### src/rtl/zone_max_accum_pkg.sv
// Shared backlight constants: zone geometry, lane width and band/frame sizing
// used by the zone-maximum accumulator and its per-lane registers.
package zone_max_accum_pkg;

  localparam int LANE_W             = 8;
  localparam int ZONES_DEF          = 24;
  localparam int LINES_PER_BAND_DEF = 135;
  localparam int BANDS_DEF          = 8;
  localparam int ZONE_PIX_W         = 80;
  localparam int ACTIVE_W           = 1920;
  localparam int BAND_IDX_W         = 3;
  localparam int LINE_CNT_W         = 8;

  typedef logic [LANE_W-1:0] laneT;

  function automatic laneT laneMax(input laneT a, input laneT b);
    return (a > b) ? a : b;
  endfunction

endpackage

### src/rtl/zone_lane_max.sv
// One zone lane: running unsigned maximum of the pixels presented while
// enabled, with a synchronous clear that takes priority over the update.
module zone_lane_max
  import zone_max_accum_pkg::*;
(
  input  logic iODCK,
  input  logic iRst_n,
  input  logic iClr,
  input  logic iEn,
  input  laneT iPix,
  output laneT oMax
);

  always_ff @(posedge iODCK or negedge iRst_n) begin
    if (!iRst_n) begin
      oMax <= '0;
    end else if (iClr) begin
      oMax <= '0;
    end else if (iEn) begin
      oMax <= laneMax(oMax, iPix);
    end
  end

endmodule

### src/rtl/zone_max_accum.sv
// Per-band, per-zone peak luminance tracker for the backlight controller.
// Publishes the zone maxima once every LINES_PER_BAND active lines.
module zone_max_accum
  import zone_max_accum_pkg::*;
#(
  parameter int LINES_PER_BAND = LINES_PER_BAND_DEF,
  parameter int BANDS          = BANDS_DEF,
  parameter int ZONES          = ZONES_DEF
) (
  input  logic                       iODCK,
  input  logic                       iRst_n,
  input  logic                       iDE,
  input  logic                       iVS,
  input  logic [ZONES*LANE_W-1:0]    iPixelData,
  output logic [ZONES*LANE_W-1:0]    oZoneMax,
  output logic                       oZoneValid,
  output logic [BAND_IDX_W-1:0]      oBandIdx,
  output logic                       oFrameDone
);

  localparam logic [LINE_CNT_W-1:0] LAST_LINE = LINE_CNT_W'(LINES_PER_BAND - 1);
  localparam logic [BAND_IDX_W-1:0] LAST_BAND = BAND_IDX_W'(BANDS - 1);

  logic [ZONES*LANE_W-1:0] pixD1;
  logic [ZONES*LANE_W-1:0] accBus;
  logic                    deD1;
  logic                    deD2;
  logic                    vsD1;
  logic                    vsD2;
  logic [LINE_CNT_W-1:0]   lineCnt;
  logic [BAND_IDX_W-1:0]   bandCnt;
  logic                    lineEnd;
  logic                    bandEnd;
  logic                    frameStart;
  logic                    publish;
  logic                    accClr;

  always_ff @(posedge iODCK or negedge iRst_n) begin
    if (!iRst_n) begin
      pixD1 <= '0;
      deD1  <= 1'b0;
      deD2  <= 1'b0;
      vsD1  <= 1'b0;
      vsD2  <= 1'b0;
    end else begin
      pixD1 <= iPixelData;
      deD1  <= iDE;
      deD2  <= deD1;
      vsD1  <= iVS;
      vsD2  <= vsD1;
    end
  end

  // The last pixel of a line has been folded into the lanes by the time
  // lineEnd is seen, so a band can be published straight from accBus.
  assign lineEnd    = deD2 & ~deD1;
  assign bandEnd    = lineEnd & (lineCnt == LAST_LINE);
  assign frameStart = vsD1 & ~vsD2;
  assign publish    = bandEnd & ~frameStart;
  assign accClr     = frameStart | bandEnd;

  always_ff @(posedge iODCK or negedge iRst_n) begin
    if (!iRst_n) begin
      lineCnt <= '0;
      bandCnt <= '0;
    end else if (frameStart) begin
      lineCnt <= '0;
      bandCnt <= '0;
    end else if (lineEnd) begin
      if (bandEnd) begin
        lineCnt <= '0;
        bandCnt <= (bandCnt == LAST_BAND) ? '0 : bandCnt + BAND_IDX_W'(1);
      end else begin
        lineCnt <= lineCnt + LINE_CNT_W'(1);
      end
    end
  end

  always_ff @(posedge iODCK or negedge iRst_n) begin
    if (!iRst_n) begin
      oZoneMax   <= '0;
      oZoneValid <= 1'b0;
      oBandIdx   <= '0;
      oFrameDone <= 1'b0;
    end else begin
      oZoneValid <= publish;
      oFrameDone <= publish & (bandCnt == LAST_BAND);
      if (publish) begin
        oZoneMax <= accBus;
        oBandIdx <= bandCnt;
      end
    end
  end

  for (genvar z = 0; z < ZONES; z++) begin : gLane
    zone_lane_max uLane (
      .iODCK  (iODCK),
      .iRst_n (iRst_n),
      .iClr   (accClr),
      .iEn    (deD1),
      .iPix   (pixD1[z*LANE_W +: LANE_W]),
      .oMax   (accBus[z*LANE_W +: LANE_W])
    );
  end

endmodule
### config.mk
export PLATFORM = sky130hd
export DESIGN_NAME = zone_max_accum
export DESIGN_NICKNAME = d
export VERILOG_FILES = /design/src/rtl/zone_max_accum_pkg.sv /design/src/rtl/zone_lane_max.sv /design/src/rtl/zone_max_accum.sv
export SDC_FILE = /design/constraint.sdc
export NUM_CORES = 1
export LEC_CHECK = 0
export CAP_MARGIN = 15
export CORE_MARGIN = 4
export CORE_UTILIZATION = 55
export CTS_CLUSTER_SIZE = 30
export DETAILED_ROUTE_END_ITERATION = 7
export PLACE_DENSITY = 0.81
export SYNTH_ARGS = -nofsm -noshare
export SYNTH_HDL_FRONTEND = slang
export SYNTH_SLANG_ARGS = --single-unit
### constraint.sdc
create_clock -name iODCK -period 2.5 [get_ports iODCK]
set_clock_uncertainty 0.1 [all_clocks]
set_input_delay 0.375 -clock iODCK [delete_from_list [all_inputs] [get_ports iODCK]]
set_output_delay 0.375 -clock iODCK [all_outputs]
set_load 0.005 [all_outputs]
==> impl_results.md <==
* Worst path buffer plus inverter count at 2
* Skew-Pair Late Insertion Delay at 0.62 ns
* Hold path start: iPixelData[3]
* Maxcap violations at 0
* Crit-path cells: inv_1 -> ha_1 -> nand2_1 -> and4bb_4 -> nand2_8 -> buf_12 -> mux2_4
* Area delta synth->final at 26.50%
* Clock-pin slew on the worst setup and hold paths at 0.06 ns
* Total grt overflow at 0
* Fraction of layout cells with a size suffix above 1 at 0.1114
* CP arrival at 2.74 ns
* Unique masters post-synth at 34
* Initial antenna violation count at 15
* Antenna-violating nets left at 0
* Rows at 80
* PwrDens at 718.7 nW/µm²
* Port buffer count at 392
* Die width at 228.0 µm
* Total CTS buffers at 60
* I/O pin count at 393
* Post-synth top area share at 0.5605
* Dpl ws at 0.07960 ns
* Top cells by area, synth: dfrtp_1, ha_1, mux2i_1, nand2_1, mux2_4
* WL final at 63.14 mm
* Final-report hold violation count at 0
* Drt drc at 0
* CP Class: flop to flop
* Detailed Place HPWL at 45.52 mm
* Via Count at 17875
* Fillers at 3172
* Sequential area share after synthesis at 0.5605
* H-tree Lvls at 2
* CP required at 2.90 ns
* Worst-Margin Slew at 0.6734 ns
* CP startpoint: lineCnt[0]
* Synthesized cell area at 26610 µm²
* Startpoint types: flop
* Largest net degree at the start of global routing at 76
* Initial Utilization at 0.5573
* First-pass GRT wire length at 102.8 mm
* Syn avg cell area at 11.88 µm²
* Vias in the first global route at 19395
* Synthesized Nets at 2632
* Peak supply drop at 0.6675 mV
* Top_reg_cell synth: dfrtp_1
* Syn Inst Count at 2240
* Die footprint at 51960 µm²
* RSZ-0062 raised after global routing: false
* Max incr delay on CP at 0.45 ns
* Die Ht at 228.0 µm
* Leak at 17.33 nW
* Starting DRT DRC Count at 1157
* Syn. warnings at 0
* F_max at 426.3 MHz
* Final slew viol count at 0
* GRT Overall Usage at 0.2430
* CTS max path bufs at 3
* FF-to-FF Start: lineCnt[0]
* WL/cell at 18.94 µm
* Status: completed
* Final period util at 0.9382
* CP Capture Type: flop
* Gpl congestion at 0.8967
* Fin crit period at 2.346 ns
* Root Driver: clkbuf_16
* Core area at 47750 µm²
* CP delay by family, top: simple AND/OR/NAND/NOR gates
* Count of flip-flops with a built-in enable after synthesis at 0
* Worst min path class: input port to flop
* Sink Count at 596
* Worst hold margin at 0.08475 ns
* CTS tree: yes
* CP max stage cell: dfrtp_1
* Yosys reg bits at 596
* Final WS setup at 0.1544 ns
* Vias/cell at 5.361
* Crit path max fanout at 43
* Setup TNS at 0 ns
* Max-slew headroom at 0.5510
* Iteration count of the initial detailed-routing pass at 5
* Fin nets at 3055
* Count of final setup violators at 0
* Synth area leader: dfrtp_1
* Async S/R FF share, synth at 1.000
## final timing paths
check,to,cells after the start,slack [ns]
worst max-delay path,oZoneMax[89],7,0.15
worst min-delay path,pixD1[3],1,0.08
worst max register to register,oZoneMax[89],7,0.15
worst min register to register,vsD2,0,0.33
max in group asynchronous,oZoneMax[9],4,1.23
min in group asynchronous,gLane[14].uLane.oMax[0],2,0.16
## power by group
part	internal [mW]	leakage (nW)	switching (mW)
Clock	5.55	1.02	3.78
Sequential	10.5	7.65	0.704
Combinational	1.75	8.66	1.94
## synthesized netlist by cell type (all sizes together) (15+ instances only)
cell type	number
dfrtp	596
nand3	20
nor2	18
nand2b	26
nand4	34
mux2	172
and3b	15
ha	196
nor2b	25
nand2	440
inv	203
mux2i	192
buf	82
o211ai	15
a21oi	79
o21ai	54
## placed cells by master (no fill, tap or decap), types with 40 or more instances in the layout
master           count
dfrtp_1            595
nand2_1            439
clkdlybuf4s50_1    391
inv_1              203
ha_1               196
mux2i_1            192
mux2_4             100
a21oi_1             79
clkbuf_16           60
o21ai_0             54
mux2_1              41
buf_4               40
## metal layers
metal / vias to the layer above / GRT usage / routed length (µm)
li1: 8335 / - / -
met1: 8845 / 0.3013 / 25510
met2: 527 / 0.4123 / 31150
met3: 154 / 0.06050 / 4112
met4: 14 / 0.09721 / 2275
met5: - / 0 / 83
## per-stage QoR
stage	std cells	util	power [mW]	cell area, µm²
floorplan	2240	-	13.51	26610
global placement	3215	0.6608	14.68	31550
detailed placement	3215	0.6608	14.97	31550
CTS	3327	0.7044	24.40	33630
global route	3333	0.7049	25.40	33660
finish	3334	0.7050	24.19	33660
## what timing repair did
| item | in CTS | in global routing |
|---|---|---|
| hold buffers | 1 | 0 |
| buffers inserted | 0 | 0 |
| hold endpoints to repair | 94 | 0 |
| gates resized for setup | 0 | 2 |
| endpoints found under the setup margin | 0 | 10 |
## final cells by class
| class | count | area (µm²) | share of cell area |
|---|---|---|---|
| antenna | 7 | 17.52 | 0.0005204 |
| clock inverter | 27 | 340.3 | 0.01011 |
| multi-input combinational | 1346 | 10420 | 0.3097 |
| clock buffer | 84 | 1732 | 0.05145 |
| tap | 615 | 769.5 | 0.02286 |
| inverter | 203 | 762.0 | 0.02264 |
| timing repair buffer | 456 | 4700 | 0.1396 |
| sequential | 596 | 14920 | 0.4431 |
## logic make-up (layout without fill, tap and decap cells)
group	after synthesis	count (layout)	synth area share
compound gates	179	179	0.03767
xor+xnor	6	6	0.001975
fa+ha+maj	196	196	0.09217
buf+inv	298	770	0.04862
flops	596	596	0.5605
mux	364	364	0.1591
other cells	0	7	0
simple gates	601	601	0.09993
## flip-flops by register name, summed over array words and instances, names as in the netlist, 3 cells and up
register / flops
gLane.uLane.oMax: 192
oZoneMax: 192
pixD1: 192
lineCnt: 8
bandCnt: 3
oBandIdx: 3
No activity file was read; power rests on OpenSTA's default activity.
